==> config.mk <==
export PLATFORM = sky130hd
export DESIGN_NAME = s_to_t_rr_sched_flat
export DESIGN_NICKNAME = d
export VERILOG_FILES = /design/src/rtl/s_to_t_rr_sched_if.sv /design/src/rtl/s_to_t_rr_sched.sv /design/src/flat_wrapper.sv
export SDC_FILE = /design/constraint.sdc
export NUM_CORES = 1
export LEC_CHECK = 0
export ABC_CLOCK_PERIOD_IN_PS = 3600
export BUFFER_PORTS_ARGS = -buffer_cell sky130_fd_sc_hd__buf_2
export CORE_MARGIN = 1.5
export CORE_UTILIZATION = 45
export DETAILED_ROUTE_END_ITERATION = 7
export PLACE_DENSITY = 0.9
export SYNTH_ARGS = -nofsm -noshare
export SYNTH_HDL_FRONTEND = slang
export SYNTH_SLANG_ARGS = --single-unit
==> constraint.sdc <==
create_clock -name clk -period 3.6 [get_ports clk]
set_input_delay 0.72 -clock clk [delete_from_list [all_inputs] [get_ports clk]]
set_output_delay 0.72 -clock clk [all_outputs]
set_load 0.005 [all_outputs]
==> src/rtl/s_to_t_rr_sched_if.sv <==
// s_to_t_rr_sched_if: request/result handshake bundle between node units, the shared converter and the adder tree.
interface s_to_t_rr_sched_if #(
  parameter int W     = 5,
  parameter int N_REQ = 4,
  parameter int TAG_W = 2
);
  logic [N_REQ-1:0]   req_valid;
  logic [N_REQ*W-1:0] req_data;
  logic [N_REQ-1:0]   req_ready;
  logic               out_valid;
  logic               out_ready;
  logic [W-1:0]       out_data;
  logic [TAG_W-1:0]   out_tag;
  modport master (output req_valid, req_data, out_ready, input req_ready, out_valid, out_data, out_tag);
  modport slave  (input req_valid, req_data, out_ready, output req_ready, out_valid, out_data, out_tag);
endinterface

==> src/rtl/s_to_t_rr_sched.sv <==
// s_to_t_rr_sched: round-robin shared sign-magnitude to two's-complement converter with a tagged result slot.
// Optional S2T_STATS_EN adds saturating conversion/stall counters.
module s_to_t_rr_sched #(
  parameter int W     = 5,
  parameter int N_REQ = 4,
  parameter int TAG_W = 2
) (
  input  logic                clk,
  input  logic                rst_n,
`ifdef S2T_STATS_EN
  output logic [15:0]         stat_conv,
  output logic [15:0]         stat_stall,
`endif
  s_to_t_rr_sched_if.slave    bus
);
  logic [TAG_W-1:0] r_ptr;
  logic             r_valid;
  logic [W-1:0]     r_data;
  logic [TAG_W-1:0] r_tag;
  logic             w_free;
  logic             w_found;
  logic [TAG_W-1:0] w_gidx;
  logic [N_REQ-1:0] w_gnt;
  logic             w_acc;
  logic [W-1:0]     w_sel;
  logic [W-1:0]     w_mag;
  logic [W-1:0]     w_conv;
  assign w_free = !r_valid || bus.out_ready;
  always_comb begin
    w_found = 1'b0;
    w_gidx  = '0;
    for (int k = 0; k < N_REQ; k++) begin
      if (!w_found && bus.req_valid[(int'(r_ptr) + k) % N_REQ]) begin
        w_found = 1'b1;
        w_gidx  = TAG_W'((int'(r_ptr) + k) % N_REQ);
      end
    end
  end
  // Grant is suppressed during reset so no requester sees a phantom accept.
  assign w_gnt  = (w_found && w_free && rst_n) ? (N_REQ'(1) << w_gidx) : '0;
  assign w_acc  = |w_gnt;
  assign w_sel  = bus.req_data[int'(w_gidx)*W +: W];
  assign w_mag  = {1'b0, w_sel[W-2:0]};
  assign w_conv = w_sel[W-1] ? (~w_mag + W'(1)) : w_mag;
  always_ff @(posedge clk or negedge rst_n) begin
    if (!rst_n) begin
      r_ptr   <= '0;
      r_valid <= 1'b0;
      r_data  <= '0;
      r_tag   <= '0;
    end else if (w_acc) begin
      r_ptr   <= (w_gidx == TAG_W'(N_REQ-1)) ? '0 : w_gidx + TAG_W'(1);
      r_valid <= 1'b1;
      r_data  <= w_conv;
      r_tag   <= w_gidx;
    end else if (bus.out_ready) begin
      r_valid <= 1'b0;
    end
  end
`ifdef S2T_STATS_EN
  logic [15:0] r_stat_conv;
  logic [15:0] r_stat_stall;
  always_ff @(posedge clk or negedge rst_n) begin
    if (!rst_n) begin
      r_stat_conv  <= '0;
      r_stat_stall <= '0;
    end else begin
      if (w_acc && r_stat_conv != 16'hFFFF) r_stat_conv <= r_stat_conv + 16'd1;
      if (|bus.req_valid && !w_acc && r_stat_stall != 16'hFFFF) r_stat_stall <= r_stat_stall + 16'd1;
    end
  end
  assign stat_conv  = r_stat_conv;
  assign stat_stall = r_stat_stall;
`endif
  assign bus.req_ready = w_gnt;
  assign bus.out_valid = r_valid;
  assign bus.out_data  = r_data;
  assign bus.out_tag   = r_tag;
endmodule

==> src/flat_wrapper.sv <==
// flat-port wrapper written by rule: the top's interface ports become plain ports
module s_to_t_rr_sched_flat 
#(
  parameter int W     = 5,
  parameter int N_REQ = 4,
  parameter int TAG_W = 2
)
  (clk, rst_n, bus_req_valid, bus_req_data, bus_out_ready, bus_req_ready, bus_out_valid, bus_out_data, bus_out_tag);
  s_to_t_rr_sched_if #(.W(W), .N_REQ(N_REQ), .TAG_W(TAG_W)) bus_i ();
  input  logic clk;
  input  logic rst_n;
  input wire logic [$bits(bus_i.req_valid)-1:0] bus_req_valid;
  input wire logic [$bits(bus_i.req_data)-1:0] bus_req_data;
  input wire logic [$bits(bus_i.out_ready)-1:0] bus_out_ready;
  output wire logic [$bits(bus_i.req_ready)-1:0] bus_req_ready;
  output wire logic [$bits(bus_i.out_valid)-1:0] bus_out_valid;
  output wire logic [$bits(bus_i.out_data)-1:0] bus_out_data;
  output wire logic [$bits(bus_i.out_tag)-1:0] bus_out_tag;
  assign bus_i.req_valid = bus_req_valid;
  assign bus_i.req_data = bus_req_data;
  assign bus_i.out_ready = bus_out_ready;
  assign bus_req_ready = bus_i.req_ready;
  assign bus_out_valid = bus_i.out_valid;
  assign bus_out_data = bus_i.out_data;
  assign bus_out_tag = bus_i.out_tag;
  s_to_t_rr_sched #(.W(W), .N_REQ(N_REQ), .TAG_W(TAG_W)) u_core (.clk(clk), .rst_n(rst_n), .bus(bus_i));
endmodule
After elaboration in Yosys (flattened, before gate mapping)
Index checks and enable logic that the tools add are counted.

Bits of input ports: 27. Flip-flop bits (word level): 10. Output and inout bits: 12. Word-level logic and storage cells: 60.

Shift operators: 2. $add $sub $neg: 5. Bitwise operators: 4. Muxes and demuxes: 24. Magnitude comparators: 4. Reductions and logical operators: 15. Eq/ne operators: 1. Multiply operators: 1.

Operators with widths (count): variable part select 20 x 32 -> 5 bit (1); two-way mux 1 bit (13); less-than comparator 3 x 4 -> 1 bit, second input constant (3); two-way mux 2 bit (5); binary-select mux 1 bit (select 2 bit) (4); OR reduction 2 bit (3); adder 5 x 1 -> 5 bit, second input constant (1); logical AND 1 bit (5); multiplier 2 x 3 -> 5 bit, second input constant (1); two-way mux 5 bit (1); NOT 4 -> 5 bit (1); adder 2 x 1 -> 2 bit, second input constant (2); adder 2 bit, second input constant (2); zero test 1 bit (4); two-way mux 4 bit (1); OR reduction 4 bit (1); left shift 1 x 2 -> 4 bit, first input constant (1); AND 1 bit, first input constant (3); less-than comparator 2 x 3 -> 1 bit, second input constant (1); equality test 2 bit, second input constant (1); nonzero test 2 bit (1); logical OR 1 bit (1).

Depth between registers and ports, before layout
Depth in word-level cells: 19. Gate-level depth with buffers: 11. Mapped depth without buffers: 11.

Least setup slack after synthesis
Ideal clock, no wire load.

Path type: in2reg. Start: input bus_req_valid[0]. End: register u_core.r_data[1] (netlist: u_core.bus.out_data[1]). Data required time: 3.465 ns. Path slack: 0.544 ns. Buffers on the path: 1. Cell stages on the path: 8. Arrival: 2.921 ns. Library setup time: 0.135 ns. Cells stage by stage: inv_1 -> o22ai_1 -> a211oi_4 -> inv_1 -> ha_1 -> o41ai_1 -> clkbuf_1 -> o21ai_0.

Word-level cells in the longest chain between the ends: 17. Elaborated cells between the ends (all ways): 35. Classes of those cells: add/sub (1); mul (1); shift (2); mux (21); bitwise (1); reduce/logical (9).

Ends and longest elaborated chain: start, declared (RTL line flat_wrapper.sv:12) `input wire logic [$bits(bus_i.req_valid)-1:0] bus_req_valid;`; binary-select mux 1 bit (select 2 bit) (RTL line s_to_t_rr_sched.sv:33) `if (!w_found && bus.req_valid[(int'(r_ptr) + k) % N_REQ]) begin`; two-way mux 1 bit (implied by the code) (RTL line s_to_t_rr_sched.sv:33); two-way mux 1 bit (RTL line s_to_t_rr_sched.sv:33); zero test 1 bit (RTL line s_to_t_rr_sched.sv:33); logical AND 1 bit (RTL line s_to_t_rr_sched.sv:33); two-way mux 1 bit (RTL line s_to_t_rr_sched.sv:33); zero test 1 bit (RTL line s_to_t_rr_sched.sv:33); logical AND 1 bit (RTL line s_to_t_rr_sched.sv:33); [2 not listed]; logical AND 1 bit (RTL line s_to_t_rr_sched.sv:33); two-way mux 2 bit (*) (RTL line s_to_t_rr_sched.sv:33); named net u_core.w_gidx[0] (RTL line s_to_t_rr_sched.sv:22) `logic [TAG_W-1:0] w_gidx;`; multiplier 2 x 3 -> 5 bit (RTL line s_to_t_rr_sched.sv:42) `assign w_sel = bus.req_data[int'(w_gidx)*W +: W];`; variable part select 20 x 32 -> 5 bit (RTL line s_to_t_rr_sched.sv:42); NOT 4 -> 5 bit (RTL line s_to_t_rr_sched.sv:44) `assign w_conv = w_sel[W-1] ? (~w_mag + W'(1)) : w_mag;`; adder 5 x 1 -> 5 bit (RTL line s_to_t_rr_sched.sv:44); two-way mux 5 bit (RTL line s_to_t_rr_sched.sv:44); end signal, assigned (RTL line s_to_t_rr_sched.sv:54) `r_data <= w_conv;`; end, declared (RTL line s_to_t_rr_sched.sv:18) `logic [W-1:0] r_data;`.

Mark *: on every way through the listed nets, which the timed path passes. The rest lies on a longest branch. The select of a mux whose other input is x is not followed. A chain may end at the register's enable or synchronous reset.

Worst setup path after layout
Start: input bus_req_valid[2]. End: output bus_req_ready[0].

Elaborated cells between the ends (all ways): 29. Classes of those cells: shift (1); mux (20); reduce/logical (8).

RTL lines: binary-select mux 1 bit (select 2 bit) (RTL line s_to_t_rr_sched.sv:33); two-way mux 1 bit (implied by the code) (RTL line s_to_t_rr_sched.sv:33); two-way mux 1 bit (RTL line s_to_t_rr_sched.sv:33); zero test 1 bit (RTL line s_to_t_rr_sched.sv:33); logical AND 1 bit (RTL line s_to_t_rr_sched.sv:33); two-way mux 1 bit (RTL line s_to_t_rr_sched.sv:33); zero test 1 bit (RTL line s_to_t_rr_sched.sv:33); logical AND 1 bit (RTL line s_to_t_rr_sched.sv:33); two-way mux 1 bit (RTL line s_to_t_rr_sched.sv:33); zero test 1 bit (RTL line s_to_t_rr_sched.sv:33); logical AND 1 bit (RTL line s_to_t_rr_sched.sv:33); two-way mux 2 bit (*) (RTL line s_to_t_rr_sched.sv:33); named net u_core.w_gidx[1] (RTL line s_to_t_rr_sched.sv:22); left shift 1 x 2 -> 4 bit (*) (RTL line s_to_t_rr_sched.sv:40) `assign w_gnt = (w_found && w_free && rst_n) ? (N_REQ'(1) << w_gidx) : '0;`; two-way mux 4 bit (*) (RTL line s_to_t_rr_sched.sv:40); end, declared (RTL line flat_wrapper.sv:15) `output wire logic [$bits(bus_i.req_ready)-1:0] bus_req_ready;`.

Marked as above.

==> qor.yml <==
status: "finished clean"
synthTopCellsByArea: "dfrtp_1 30%, ha_1 7.5%, a211oi_1 6.3%"
cp-end-kind: "output port"
syn_nets: 120
drc: 0
grt_pass1_vias: 845
vias: 850
tns_ns: 0
async_flop_share: 1.00
grt-ovfl-total: 0
synth_area_leader_cell: "dfrtp_1"
clk_latency_ns: 0.26
max_stage_delay_ns: 0.48
fillCellCount: 152
postRouteAntennaNets: 0
core_area_um2: 1750
startpoint_type: "input port"
drt_iter0_markers: 18
syn_area_per_cell_um2: 9.51
cts_tree: "built"
place.gp.congestion: 0.869
cp_slowest_cell: "a311oi_4"
antenna_found_initial: 0
grt.total_usage: 0.226
die_area_um2: 2130
worstPathCellList: "buf_2 > and2b_1 > a311oi_4 > nor2_4 > clkinv_1 > ha_1 > and2_1 > buf_2"
seq_power_share: 0.266
start_util: 0.480
ios: 39
finClkSkew_ns: 0.00202
cts_sinks: 10
finish.utilization: 0.630
syn-cell-area_um2: 837
sw_frac_of_total: 0.437
power.density_nw_per_um2: 709
ir_drop_v: 0.000410
rrSetupSlack_ns: 0.92
seq_area_frac_synth: 0.299
ys.flop_type: "dfrtp_1"
finalSetupViolCount: 0
final.min_clock_period_ns: 2.98
p_switching_uw: 341
post_drt_wl_per_cell_um: 13.8
synthCells: 88
ys_types: 35
h-tree-depth: 1
drive_gt1_frac: 0.423
cp.required_ns: 2.88
n_antenna_cell: 0
rsz0062_at_grt: "false"
critPathArrivalTime_ns: 2.26
cts_buffer_depth: 2
cts-root-buf: "clkbuf_4"
nets: 164
synth_edf_count: 0
fp-row-count: 15
startpoint: "bus_req_valid[2]"
yosys_warnings: 0
cts_resized: 0
slew_headroom: 0.677
synth-seq-cells: 10
die_w_um: 46.1
timing_worst_setup_path_type: "in2out"
slew_violations: 0
grt_max_degree: 17
grt_first_pass_wirelength_um: 3450
p_int_uw: 439
worstMarginPinSlew_ns: 0.485
cts_setup_buffers: 0
synth.most_common_cell: "dfrtp_1"
dpl.hpwl_um: 1740
fmax_ghz: 0.336
clkPwrFrac: 0.093
hold_viol: 0
portBuffers: 38
drt_wl_total_um: 2130
cp_max_fo: 9
cts-buffers-inserted: 3
yosysTopAreaCellShare: 0.299
hp-class: "in2async"
clk_pin_slew_ns: 0.06
timing.critical_path.mode_cell: "buf_2"
finalCritPeriodShare: 0.827
synthTopCellsByCount: "10 x dfrtp_1, 7 x a211oi_1, 6 x inv_1, 6 x nand2_1, 6 x nor3b_1"
r2r-start: "u_core.r_ptr[1]"
dieHeight_um: 46.1
area_growth_pct: 31.4
cellLeakagePower_nw: 0.558
ctsHoldBuffers: 0
cap_violations: 0
drtPass1Iterations: 4
combPwrFrac: 0.641
via_per_inst: 5.48
-- metrics by stage --
stage	instance area, um^2	hold WS (ns)	power, mW	setup WS, ns	std cells
global placement	1080	0.461	0.681	0.668	152
CTS	1100	0.315	0.781	0.630	155
global route	1100	0.317	0.849	0.489	155
finish	1100	0.308	0.780	0.622	155
floorplan	837	0.424	0.540	0.544	88
detailed placement	1080	0.465	0.706	0.523	152
-- worst max-delay path, delay by kind of cell --
kind	cells	cell delay (ns)
compound gates	1	0.48
fa+ha+maj	1	0.22
buf+inv	3	0.42
simple gates	3	0.43
-- power by group through the flow --
stage / logic (mW) / registers, mW / clock network [mW]
after floorplan: 0.331 / 0.209 / 0
after global placement: 0.475 / 0.206 / 0
after CTS: 0.499 / 0.207 / 0.0744
after detailed placement: 0.496 / 0.210 / 0
after global routing: 0.555 / 0.214 / 0.0805
final: 0.500 / 0.207 / 0.0729
-- cells in the final DEF (no fill, tap or decap), types with 2 or more instances in the layout --
cell type / n
nor3b_1: 6
a31oi_1: 3
dfrtp_1: 10
mux2_2: 3
nand2_1: 6
inv_1: 6
mux2i_1: 5
and2_1: 5
nor2_1: 4
a211oi_1: 7
o21ai_0: 4
buf_4: 2
ha_1: 5
clkbuf_4: 3
nand2b_1: 2
buf_2: 38
-- cells by family after synthesis --
logic type      Yosys count  synth area share
mux                       9             0.118
compound gates           25             0.250
simple gates             31             0.223
flops                    10             0.299
fa+ha+maj                 5            0.0747
buf+inv                   8            0.0359
-- registers in the layout, indices dropped and copies added (netlist names) --
signal and count:
u_core.bus.out_valid 1, u_core.bus.out_data 5, u_core.bus.out_tag 2, u_core.r_ptr 2
-- path summary, 6_finish.rpt --
| check | end | cells past startpoint |
|---|---|---|
| setup / recovery | bus_req_ready[0] | 8 |
| hold / removal | u_core.r_ptr[0] | 1 |
| setup reg to reg | u_core.bus.out_data[2] | 9 |
| hold reg to reg | u_core.bus.out_tag[0] | 2 |
| max in group asynchronous | u_core.bus.out_data[4] | 1 |
| min in group clk | u_core.bus.out_tag[0] | 2 |
-- per-layer routing --
metal | up-vias | track usage | share of wire
met4 | 0 | 0.0743 | 0.0028
met2 | 23 | 0.422 | 0.54
met3 | 2 | 0.0275 | 0.038
li1 | 412 | - | -
met1 | 413 | 0.261 | 0.42
met5 | - | 0 | 0
-- cell type report --
type                            instances  area, um^2  area share
Sequential cell                        10         250       0.228
Timing Repair Buffer                   40         205       0.187
Tap cell                               25        31.3      0.0284
Clock buffer                            3        22.5      0.0205
Inverter                                7        26.3      0.0239
Multi-Input combinational cell         70         564       0.513
(Power assumes the default switching activity.)
